### config.mk
export PLATFORM = sky130hd
export DESIGN_NAME = mips_alu_hilo
export DESIGN_NICKNAME = d
export VERILOG_FILES = /design/src/rtl/mips_alu_hilo.sv
export SDC_FILE = /design/constraint.sdc
export NUM_CORES = 1
export LEC_CHECK = 0
export ABC_AREA = 1
export BUFFER_PORTS_ARGS = -buffer_cell sky130_fd_sc_hd__buf_4
export CAP_MARGIN = 25
export CELL_PAD_IN_SITES_DETAIL_PLACEMENT = 1
export CELL_PAD_IN_SITES_GLOBAL_PLACEMENT = 2
export CORE_MARGIN = 1
export CORE_UTILIZATION = 32
export DETAILED_ROUTE_END_ITERATION = 10
export PLACE_DENSITY = 0.82
export RECOVER_POWER = 25
export SLEW_MARGIN = 0
export SYNTH_ARGS = -nofsm -noshare
export SYNTH_HDL_FRONTEND = slang
export SYNTH_SLANG_ARGS = --single-unit
export TNS_END_PERCENT = 10
### constraint.sdc
create_clock -name clk -period 4.3 [get_ports clk]
set_input_delay 0.645 -clock clk [delete_from_list [all_inputs] [get_ports clk]]
set_output_delay 0.645 -clock clk [all_outputs]
set_load 0.005 [all_outputs]
### src/rtl/mips_alu_hilo.sv
// HI/LO register unit for the execute stage: commits multiply/move-to results
// and computes divides with an iterative restoring divider while stalling.
typedef enum logic [4:0] {
    Add, Addu, Sub, Subu, Alu_And, Alu_Or, Alu_Xor, Alu_Nor, Slt, Sltu,
    Sll, Srl, Sra, Muls, Mulu, Divs, Divu, Mfhi, Mflo, Mthi, Mtlo
} Mips_Alu_Func_T;

module mips_alu_hilo #(
    parameter int DATA_W = 32,
    parameter int CNT_W  = $clog2(DATA_W) + 1
) (
    input  logic              clk,
    input  logic              rst_n,
    input  logic              valid,
    input  logic              flush,
    input  Mips_Alu_Func_T    func,
    input  logic [DATA_W-1:0] data1,
    input  logic [DATA_W-1:0] data2,
    input  logic [DATA_W-1:0] res_lo,
    input  logic [DATA_W-1:0] res_hi,
    output logic [DATA_W-1:0] reg_lo,
    output logic [DATA_W-1:0] reg_hi,
    output logic              stall
);
    typedef enum logic [1:0] {IDLE, BUSY, DONE} state_t;

    state_t            state;
    logic [CNT_W-1:0]  cnt;
    logic [DATA_W-1:0] rem, quo, dvs;
    logic              q_neg, r_neg;

    logic              is_div, accept;
    logic [DATA_W:0]   rem_sh;
    logic              ge;
    logic [DATA_W-1:0] rem_nx, quo_nx;

    // Magnitude of a signed value; the most negative number keeps its bit pattern.
    function automatic logic [DATA_W-1:0] abs_val(input logic signed [DATA_W-1:0] v);
        return (v < 0) ? $unsigned(-v) : $unsigned(v);
    endfunction

    function automatic logic [DATA_W-1:0] neg_if(input logic neg, input logic [DATA_W-1:0] v);
        return neg ? ('0 - v) : v;
    endfunction

    assign is_div = (func == Divs) || (func == Divu);
    assign accept = rst_n && valid && !flush && (state == IDLE);
    assign stall  = rst_n && ((state == BUSY) || (accept && is_div));

    // One restoring step: shift {rem, quo} left and subtract the divisor when it fits.
    assign rem_sh = {rem, quo[DATA_W-1]};
    assign ge     = (rem_sh >= {1'b0, dvs});
    assign rem_nx = ge ? (rem_sh[DATA_W-1:0] - dvs) : rem_sh[DATA_W-1:0];
    assign quo_nx = {quo[DATA_W-2:0], ge};

    always_ff @(posedge clk or negedge rst_n) begin
        if (!rst_n) begin
            state  <= IDLE;
            cnt    <= '0;
            reg_lo <= '0;
            reg_hi <= '0;
        end else begin
            case (state)
                IDLE: begin
                    if (accept) begin
                        case (func)
                            Muls, Mulu: begin
                                reg_lo <= res_lo;
                                reg_hi <= res_hi;
                            end
                            Mtlo: reg_lo <= res_lo;
                            Mthi: reg_hi <= res_hi;
                            Divs, Divu: begin
                                if (data2 == '0) begin
                                    reg_lo <= '1;
                                    reg_hi <= data1;
                                    state  <= DONE;
                                end else begin
                                    cnt    <= CNT_W'(DATA_W);
                                    state  <= BUSY;
                                end
                            end
                            default: ;
                        endcase
                    end
                end
                BUSY: begin
                    if (flush) begin
                        state <= IDLE;
                    end else begin
                        cnt <= cnt - CNT_W'(1);
                        if (cnt == CNT_W'(1)) begin
                            reg_lo <= neg_if(q_neg, quo_nx);
                            reg_hi <= neg_if(r_neg, rem_nx);
                            state  <= DONE;
                        end
                    end
                end
                DONE:    state <= IDLE;
                default: state <= IDLE;
            endcase
        end
    end

    // Divider working registers: reloaded every IDLE cycle, so they need no reset.
    always_ff @(posedge clk) begin
        if (state == IDLE) begin
            rem <= '0;
            if (func == Divs) begin
                quo   <= abs_val(data1);
                dvs   <= abs_val(data2);
                q_neg <= data1[DATA_W-1] ^ data2[DATA_W-1];
                r_neg <= data1[DATA_W-1];
            end else begin
                quo   <= data1;
                dvs   <= data2;
                q_neg <= 1'b0;
                r_neg <= 1'b0;
            end
        end else if (state == BUSY) begin
            rem <= rem_nx;
            quo <= quo_nx;
        end
    end
endmodule
==> summary.txt <==
Outcome
  • Status: finished, violations left
  • Failing checks: capacitance limit, slew limit

Drt
  • Post-DRT Antenna Nets: 0
  • WL/cell: around 19 um
  • Violation count after the first detailed-route iteration: around 820
  • Vias/cell: around 5
  • Drt first pass iters: 4
  • Routed via count: 13900
  • Total routed wirelength: 51500 um
  • Residual DRC count: 0

STA
  • Unrepaired setup endpoints after global routing: no
  • Final TNS setup: 0 ns
  • Rel. slew slack: -0.866
  • Pins Over Slew Limit: 112
  • Hold Fails Final Rpt: 0
  • Hold_ws: 0.462 ns
  • Tcrit/Tclk final: 0.882
  • Final min period: around 3.8 ns
  • Maximum clock frequency: between 200 and 300 MHz
  • Least-Margin Pin Slew: about 2.8 ns
  • Post-route setup slack: around 0.51 ns
  • Setup violations, final: 0
  • Clock skew: approximately 0.016 ns

Synth
  • Mapped Cells: ~2000
  • Synth area leader: edfxtp_1
  • Synth unique cells: 48
  • Post-synth EDFFs: 66
  • Syn_area_per_cell: roughly 6.6 um2
  • Synth Flop Type: dfrtp_1
  • Seq cells post-synth: 170
  • Async set-reset flop share out of synthesis: 0.424
  • Sequential fraction of the synthesis area: 0.332
  • Top-area cell type share of the netlist area: 0.149
  • Mapped Area: approximately 13000 um2
  • Syn nets: roughly 2200
  • Area contributors post-synth: edfxtp_1 (15%), nand2_1 (14%), dfrtp_1 (14%), nor2_1 (8.2%), inv_1 (7.3%)
  • Syn. warnings: 0

Cells and area
  • N_diodes: 0
  • P&R area growth vs syn: 20.1%
  • Fin nets: 2367
  • FILL cells: about 5400
  • Finished Cell Area: 16000 um2
  • Non-filler instance count after layout: between 2000 and 3000
  • Share of post-route cells with drive strength above 1: 0.150

Worst setup path
  • Crit-path slowest cell: edfxtp_1
  • CP arrival: between 4 and 5 ns
  • R2R depth: 22
  • CP required: 4.69 ns
  • Crit Path Category: flop to flop
  • RR Endpoint: reg_lo[30]
  • Crit-path max FO: 4
  • Buf/Inv on CP: 3
  • Worst path cell trace: inv_1 -> ha_1 -> nand2_1 -> inv_1 -> a21oi_2 -> nand3_1 -> nand2_1 -> nand2_2 -> nand2_4 -> nand2_4 -> inv_4 -> ha_1 -> nand3_1 -> nor2_1 -> nand3_1 -> nand3b_1 -> nor2_1 -> a31oi_1 -> a21oi_1 -> xnor2_1 -> nand2_1 -> a31oi_1
  • CP peak stage delay: 0.39 ns
  • Crit Reg-Reg Startpoint: dvs[7]
  • Cell family with most CP delay: simple AND/OR/NAND/NOR gates
  • CP Capture Type: flop
  • CP Launch Type: flop
  • Reg-to-reg setup timing slack: ~0.5 ns

Place
  • Area after DPL: between 15000 and 20000 um2
  • Place WS: 0.406 ns
  • Gp weighted congestion: roughly 0.91
  • Dpl cells: 2704
  • Detailed placement HPWL: between 40000 and 50000 um
  • PortBufs: between 200 and 250

Global route
  • Grt ovf: 0
  • GRT Total Usage: 0.245
  • Initial antenna violation count: 0
  • Vias in the first global route: around 14000
  • Global-route wire length before repair: 79400 um
  • Largest net degree at the start of global routing: 66

Floorplanning
  • Die width: approximately 210 um
  • I/O pin total: 202
  • Initial Util: 0.326
  • CORE AREA: about 41000 um2
  • Std cell rows: 74
  • Die ar.: ~42000 um2
  • Die Ht: around 210 um

Hold path
  • WHS Endpoint: dvs[0]
  • Hold Crit Depth: 1
  • Worst min-delay path class: input port to flop
  • Hold Startpoint: data2[0]

CTS
  • Total CTS buffers: 17
  • Hold_buf cts: 0
  • CTS tree: yes
  • Clock slew at reported path FFs: around 0.07 ns
  • Root Buffer Master: clkbuf_16
  • Clock Sinks: 170
  • Clock Path Buffers: 2
  • CTS H-Tree Depth: 4
  • Clk_lat worst skew: between 0.4 and 0.5 ns

Power and ir drop
  • Static Leak: approximately 7.7 nW
  • VDD IR max: roughly 0.28 mV
  • P per Cell Area: 317 nW/um2

Run
  • Max Cap Violations: 3
cell usage in the layout (no fill, tap or decap), types with 42 or more instances in the layout:
cell / Yosys / routed
nand2_1: 485 / 483
xor2_1: 61 / 61
a21oi_1: 71 / 71
inv_1: 258 / 256
nor2_1: 290 / 290
dfrtp_1: 72 / 72
buf_4: 0 / 220
a31oi_1: 43 / 43
nand3_1: 111 / 111
edfxtp_1: 66 / 66
o21ai_0: 178 / 178
nor3_1: 42 / 42
power by group:
group,switching (mW),leakage [nW],internal [mW]
clock network,0.733,0.302,0.954
registers,0.216,1.82,1.97
logic,0.586,5.62,0.613
total,1.53,7.74,3.53
kinds of logic after synthesis:
logic type | share of synthesized area
AO/OA/AOI/OAI | 0.145
XOR/XNOR | 0.0578
adder cells (fa/ha/maj) | 0.0372
flip-flops | 0.332
buffers and inverters | 0.101
AND/OR/NAND/NOR | 0.327
flip-flops by register name, indices dropped and copies added (netlist names):
register / count
dvs: 32
cnt: 6
r_neg: 1
reg_hi: 32
q_neg: 1
state: 2
quo: 32
rem: 32
reg_lo: 32
per-stage QoR:
| stage | power (mW) | utilization |
|---|---|---|
| after CTS | 5.12 | 0.391 |
| after floorplan | 2.68 | - |
| final | 5.07 | 0.391 |
| after global placement | 3.39 | 0.376 |
| after detailed placement | 3.42 | 0.376 |
| after global routing | 5.33 | 0.391 |
synth_stat cells (2+ instances only):
cell,instances
a31oi_1,43
buf_1,7
o21ai_0,178
a21o_1,4
or2_2,16
nor2_2,9
xnor2_1,27
nor3_1,42
nor2_1,290
inv_2,10
nand3_2,3
o21bai_1,6
buf_2,3
nand2_1,485
nand2_4,2
o211ai_1,6
a21oi_2,3
dfxtp_1,32
nand2_2,20
nand3_1,111
nand4_1,27
o21ai_2,7
o31ai_1,4
a21oi_1,71
clkbuf_1,50
nor4_1,10
edfxtp_1,66
nand3b_1,6
o21ai_1,9
inv_1,258
ha_1,38
nor3b_1,2
o22ai_1,15
xor2_1,61
buf_6,6
o41ai_1,2
dfrtp_1,72
per-layer routing:
layer | share of wire | GRT usage
met3 | 0.033 | 0.0224
met1 | 0.49 | 0.350
met4 | 0.020 | 0.0722
met5 | 0 | 0
met2 | 0.45 | 0.390
timing repair:
item,in CTS,in global routing
setup endpoints to repair,0,1
setup buffers,0,0
resized for setup,0,1
final cells by class:
type,count,area (um2),share of cell area
Clock buffer,19,454,0.0284
Inverter,270,1020,0.0635
Tap cell,532,666,0.0416
Clock inverter,13,166,0.0104
Timing Repair Buffer,228,1710,0.107
Multi-Input combinational cell,1504,7560,0.473
Sequential cell,170,4420,0.277
worst max-delay path by stage:
stage	start	to	slack (ns)	depth (start not counted)
after CTS	rem[4]	reg_hi[28]	0.40	22
after global placement	rem[4]	reg_hi[24]	0.44	22
after floorplan	state[1]	reg_lo[28]	0.56	12
final	dvs[7]	reg_lo[30]	0.51	22
after detailed placement	rem[4]	reg_hi[28]	0.41	22
after global routing	dvs[5]	reg_hi[28]	0.13	23
worst reg2reg max path, stage by stage (launching register included):
cell and delay, ns:
edfxtp_1 0.39, inv_1 0.08, ha_1 0.27, nand2_1 0.11, inv_1 0.06, a21oi_2 0.21, nand3_1 0.19, nand2_1 0.18
nand2_2 0.11, nand2_4 0.12, nand2_4 0.07, inv_4 0.08, ha_1 0.18, nand3_1 0.14, nor2_1 0.25, nand3_1 0.16
nand3b_1 0.24, nor2_1 0.21, a31oi_1 0.16, a21oi_1 0.18, xnor2_1 0.13, nand2_1 0.06, a31oi_1 0.15
No activity file was read; power rests on OpenSTA's default activity.
